--- src/rtl/text_ram_write_arbiter.sv ---
// Two-requester write arbiter for the text RAM with a built-in screen-clear engine.
// Requesters use valid/ready; contention is resolved round-robin. Out-of-range
// writes are accepted and dropped, and counted in a saturating counter.
module text_ram_write_arbiter #(
  parameter int         TEXT_WIDTH  = 60,
  parameter int         TEXT_HEIGHT = 20,
  parameter int         TEXT_LEN    = TEXT_WIDTH * TEXT_HEIGHT,
  parameter int         TEXT_SZ     = $clog2(TEXT_LEN),
  parameter logic [7:0] CLEAR_CHAR  = 8'h20
) (
  input  logic               clk,
  input  logic               reset,
  input  logic               a_valid,
  input  logic [TEXT_SZ-1:0] a_addr,
  input  logic [7:0]         a_data,
  output logic               a_ready,
  input  logic               b_valid,
  input  logic [TEXT_SZ-1:0] b_addr,
  input  logic [7:0]         b_data,
  output logic               b_ready,
  input  logic               clear_start,
  output logic               clear_busy,
  output logic               clear_done,
  output logic [15:0]        drop_count,
  output logic               text_wr_ena,
  output logic [7:0]         text_wr_data,
  output logic [TEXT_SZ-1:0] text_wr_addr
);

  typedef enum logic {ARB, CLEAR} state_t;

  // Round-robin pointer encoding: which requester won the last contention.
  localparam logic GNT_A = 1'b0;
  localparam logic GNT_B = 1'b1;

  // Extra bit so the range check also works when TEXT_LEN is a power of two.
  localparam logic [TEXT_SZ:0]   LEN_X    = (TEXT_SZ+1)'(TEXT_LEN);
  localparam logic [TEXT_SZ-1:0] CLR_LAST = TEXT_SZ'(TEXT_LEN - 1);

  state_t             state_q, state_d;
  logic               last_q, last_d;
  logic [TEXT_SZ-1:0] clr_q, clr_d;
  logic               ena_q, ena_d;
  logic [7:0]         data_q, data_d;
  logic [TEXT_SZ-1:0] addr_q, addr_d;
  logic               busy_q, busy_d;
  logic               done_q, done_d;
  logic [15:0]        drop_q, drop_d;

  logic [TEXT_SZ-1:0] sel_addr;
  logic [7:0]         sel_data;

  // State and registered outputs; reset aborts any clear in progress.
  always_ff @(posedge clk or posedge reset) begin
    if (reset) begin
      state_q <= ARB;
      last_q  <= GNT_B;
      clr_q   <= '0;
      ena_q   <= 1'b0;
      data_q  <= '0;
      addr_q  <= '0;
      busy_q  <= 1'b0;
      done_q  <= 1'b0;
      drop_q  <= '0;
    end else begin
      state_q <= state_d;
      last_q  <= last_d;
      clr_q   <= clr_d;
      ena_q   <= ena_d;
      data_q  <= data_d;
      addr_q  <= addr_d;
      busy_q  <= busy_d;
      done_q  <= done_d;
      drop_q  <= drop_d;
    end
  end

  // Grant selection, write path, clear sequencing and drop accounting.
  always_comb begin
    state_d  = state_q;
    last_d   = last_q;
    clr_d    = clr_q;
    ena_d    = 1'b0;
    data_d   = data_q;
    addr_d   = addr_q;
    busy_d   = 1'b0;
    done_d   = 1'b0;
    drop_d   = drop_q;
    a_ready  = 1'b0;
    b_ready  = 1'b0;
    sel_addr = a_addr;
    sel_data = a_data;

    case (state_q)
      ARB: begin
        if (clear_start) begin
          // Clear wins over any request this cycle; first clear write goes
          // out next cycle at address 0.
          state_d = CLEAR;
          clr_d   = '0;
          ena_d   = 1'b1;
          addr_d  = '0;
          data_d  = CLEAR_CHAR;
          busy_d  = 1'b1;
        end else begin
          if (a_valid && b_valid) begin
            // Pointer only moves on contention.
            if (last_q == GNT_B) begin
              a_ready = 1'b1;
              last_d  = GNT_A;
            end else begin
              b_ready = 1'b1;
              last_d  = GNT_B;
            end
          end else begin
            a_ready = a_valid;
            b_ready = b_valid;
          end

          if (b_ready) begin
            sel_addr = b_addr;
            sel_data = b_data;
          end

          if (a_ready || b_ready) begin
            if ({1'b0, sel_addr} < LEN_X) begin
              ena_d  = 1'b1;
              addr_d = sel_addr;
              data_d = sel_data;
            end else if (drop_q != 16'hFFFF) begin
              drop_d = drop_q + 16'd1;
            end
          end
        end
      end

      CLEAR: begin
        // clr_q is the address already on the output; clear_start is ignored.
        if (clr_q == CLR_LAST) begin
          state_d = ARB;
          done_d  = 1'b1;
        end else begin
          clr_d  = clr_q + 1'b1;
          ena_d  = 1'b1;
          addr_d = clr_q + 1'b1;
          data_d = CLEAR_CHAR;
          busy_d = 1'b1;
        end
      end

      default: state_d = ARB;
    endcase
  end

  assign text_wr_ena  = ena_q;
  assign text_wr_data = data_q;
  assign text_wr_addr = addr_q;
  assign clear_busy   = busy_q;
  assign clear_done   = done_q;
  assign drop_count   = drop_q;

endmodule

--- config.mk ---
export PLATFORM = sky130hd
export DESIGN_NAME = text_ram_write_arbiter
export DESIGN_NICKNAME = d
export VERILOG_FILES = /design/src/rtl/text_ram_write_arbiter.sv
export SDC_FILE = /design/constraint.sdc
export NUM_CORES = 1
export LEC_CHECK = 0
export BUFFER_PORTS_ARGS = -buffer_cell sky130_fd_sc_hd__clkbuf_2
export CORE_ASPECT_RATIO = 1.5
export CORE_MARGIN = 1.5
export CORE_UTILIZATION = 47
export DETAILED_ROUTE_END_ITERATION = 8
export PLACE_DENSITY = 0.85
export SYNTH_ARGS = -nofsm -noshare
export SYNTH_HDL_FRONTEND = slang
export SYNTH_SLANG_ARGS = --single-unit
--- constraint.sdc ---
create_clock -name clk -period 2.1 [get_ports clk]
set_input_delay 0.105 -clock clk [delete_from_list [all_inputs] [get_ports clk]]
set_output_delay 0.105 -clock clk [all_outputs]
set_load 0.01 [all_outputs]
==> results.json <==
{
  "cpPeakStageDelay_ns": 0.60,
  "endpoint_kind": "flip-flop",
  "fp.coreArea_um2": 5740,
  "pwr-share-comb_pct": 28.8,
  "place_inst": 435,
  "final_core_util_pct": 62.8,
  "ys_ff_latch": 50,
  "drcViolationCount": 0,
  "max_slew_margin_pct": 56.2,
  "synth_nets": 317,
  "rrSetupSlack_ns": 0.06,
  "ff2ff_path_depth": 7,
  "hold_viol": 0,
  "power_frac_seq_pct": 45.9,
  "intPower_mw": 1.90,
  "first_pass_iters": 4,
  "yosys.cell_types.count": 43,
  "ios": 83,
  "gp_congestion": 0.814,
  "ys_async_sr_fraction_pct": 100,
  "maxCapViolations": 0,
  "powerDensity_nw_per_um2": 764,
  "drt_iter0_drc": 153,
  "floorplan.initialDensity_pct": 48.6,
  "dpl.hpwl_um": 5070,
  "irDropWorstVdd_v": 0.000399,
  "synth_top_area_share_pct": 44.0,
  "crit_path_end": "drop_count[1]$_DFFE_PP0P_",
  "gr-total-overflow": 0,
  "worstPathArrival_ns": 2.24,
  "cp.depth": 7,
  "wl_per_cell_um": 15.2,
  "max_freq_mhz": 489,
  "skew_ns": 0.0217,
  "grt_pass1_wl_um": 11000,
  "nFillCells": 461,
  "cts.reportedPaths.clkPinSlew_ns": 0.11,
  "final-setup-viol-count": 0,
  "worst_pin_slew_ns": 0.655,
  "die_x_um": 65.9,
  "critPathKind": "flip-flop to flip-flop",
  "die_y_um": 97.3,
  "reg2reg_to": "drop_count[1]$_DFFE_PP0P_",
  "p_leak_nw": 1.84,
  "cp_num_buf_inv": 2,
  "critPathTopFamily": "compound AO/OA/AOI/OAI gates",
  "wirelength_um": 6810,
  "holdPathStages": 2,
  "postSynthAreaPerCell_um2": 10.3,
  "syn_area_um2": 2790,
  "final_nets": 419,
  "antenna_cells": 0,
  "synthFlopType": "dfrtp_1",
  "status": "finished clean",
  "layout-drive-gt1-share_pct": 40.0,
  "clkPwrFrac_pct": 25.3,
  "crit_required_ns": 2.30,
  "track_usage_pct": 21.7,
  "num_rows": 34,
  "final_cells": 447,
  "die-area_um2": 6410,
  "cts-root-buf": "clkbuf_8",
  "grt_max_degree": 33,
  "area_growth_syn_to_layout_pct": 29.3,
  "drv_slew": 0,
  "cp-startpoint": "last_q$_DFFE_PP1P_",
  "cp_cell_sequence": "a21boi_4 > a211oi_2 > o311ai_4 > buf_6 > buf_4 > nand2_1 > mux2_2",
  "portBuffers": 82,
  "htree_levels": 2,
  "cts_tree": "built",
  "critPathLaunchType": "flip-flop",
  "p_sw_mw": 0.851,
  "yosysTopAreaCell": "dfrtp_1",
  "swShare_pct": 30.9,
  "clock_sinks": 50,
  "worstHoldPathType": "input pin to flip-flop",
  "synth_edf_count": 0,
  "antenna_left": 0,
  "min_period_ns": 2.04,
  "numCtsBuffers": 5,
  "fin_crit_sh_pct": 97.4,
  "antenna_found_initial": 0,
  "r2r-start": "last_q$_DFFE_PP1P_",
  "yosys_warnings": 0,
  "clockBufferDepth": 2,
  "yosysSeqAreaShare_pct": 44.9,
  "viasPerCell": 5.46,
  "clock_latency_ns": 0.32,
  "cp_max_fo": 8,
  "cpMaxStageDelayCell": "dfstp_2",
  "grt_pass1_vias": 2401,
  "netlist_instances": 272,
  "vias": 2440,
  "synthTopCellsByArea": "dfrtp_1 (44%), mux2_4 (9.2%), xnor2_1 (6.3%), nand2_1 (5.5%), mux2i_1 (3.9%)"
}
-- registers in the layout, summed over array words and instances, names as in the netlist --
name          cells
clear_busy        1
last_q            1
text_wr_data      8
clear_done        1
text_wr_ena       1
text_wr_addr     11
clr_q            11
drop_count       16
-- cells in the final DEF (no fill, tap or decap), types with 2 or more instances in the layout --
cell type,Yosys,final
nand4_1,12,12
and2_1,3,3
nand3_1,11,11
xnor2_1,20,20
o21ai_0,17,17
and3_1,7,7
mux2i_1,11,9
ha_1,2,2
buf_12,0,2
a21oi_1,12,12
nor3b_1,2,2
clkbuf_2,0,82
a211oi_2,1,2
a21boi_4,1,2
nand2_1,41,41
mux2_4,17,17
o21a_1,2,2
buf_4,0,21
nor3_1,5,4
o22ai_1,5,5
mux2_2,2,2
clkbuf_8,0,5
nor2_1,8,8
or2_2,2,2
dfrtp_1,49,49
inv_1,10,9
-- per-layer routing --
layer | global-route usage [%] | vias to the layer above | routed length, um
met4 | 7.53 | 0 | 152
met3 | 4.06 | 16 | 370
met1 | 26.1 | 1174 | 2670
met5 | 0 | - | 0
met2 | 37.7 | 89 | 3630
li1 | - | 1161 | -
-- synthesized netlist by cell type (2+ instances only) --
library cell and count:
buf_2 2, nor2_1 8, ha_1 2, a21oi_1 12, nor4bb_1 2, nor3_1 5
clkbuf_1 7, inv_1 10, o22ai_1 5, or2_2 2, nand2_1 41, xnor2_1 20
dfrtp_1 49, nand3_1 11, o21a_1 2, mux2i_1 11, and3_1 7, nor3b_1 2
and2_1 3, mux2_4 17, o21ai_0 17, nand4_1 12, mux2_2 2, a211oi_1 2
buf_6 3
-- repair_timing --
action                                  4_1_cts  5_1_grt
setup buffers                                 0        3
gates resized for setup                       3        9
endpoints found under the hold margin        29        0
hold buffers                                  1        0
endpoints found under the setup margin       18       21
pin swaps                                     0        1
-- cells by family after synthesis --
kind of cell,after synthesis,share of synthesized area [%]
AND/OR/NAND/NOR,100,18.4
buffers and inverters,22,3.86
multiplexers,30,13.9
flip-flops,50,44.9
XOR/XNOR,21,6.60
adder cells (fa/ha/maj),2,0.897
AO/OA/AOI/OAI,47,11.4
-- cell type report --
class                   instances  area, um^2  share of cell area, %
multi-input cells             200        1490                   41.2
flip-flops and latches         50        1250                   34.7
repair buffers                107         629                   17.4
well taps                      72        90.1                   2.50
clock buffers                   5        68.8                   1.91
clock inverters                 3        43.8                   1.21
inverters                      10        37.5                   1.04
-- power groups by stage --
stage | Combinational, mW | Sequential, mW | Clock [mW]
final | 0.794 | 1.27 | 0.696
after global routing | 0.883 | 1.29 | 0.743
after CTS | 0.777 | 1.26 | 0.701
after detailed placement | 0.774 | 1.28 | 0
after global placement | 0.742 | 1.27 | 0
after floorplan | 0.491 | 1.28 | 0
-- through the flow --
| stage | instance area [um^2] | hold WS (ns) | total power, mW | setup slack, ns | setup TNS, ns |
|---|---|---|---|---|---|
| floorplan | 2790 | 0.199 | 1.77 | 0.0235 | 0 |
| global placement | 3390 | 0.217 | 2.01 | 0.0473 | 0 |
| detailed placement | 3390 | 0.229 | 2.05 | -0.0138 | -0.0504 |
| CTS | 3520 | 0.0419 | 2.74 | 0.00268 | 0 |
| global route | 3610 | 0.0423 | 2.91 | -0.0479 | -0.0873 |
| finish | 3610 | 0.0489 | 2.76 | 0.0552 | 0 |
-- worst min path at each step --
stage	end	startpoint	slack, ns
after floorplan	clr_q[5]$_DFFE_PP0P_	clear_start	0.20
after global placement	drop_count[6]$_DFFE_PP0P_	reset	0.22
after detailed placement	drop_count[6]$_DFFE_PP0P_	reset	0.23
after CTS	clr_q[5]$_DFFE_PP0P_	clear_start	0.04
after global routing	clr_q[5]$_DFFE_PP0P_	clear_start	0.04
final	clr_q[5]$_DFFE_PP0P_	clear_start	0.05
(Power assumes the default switching activity.)
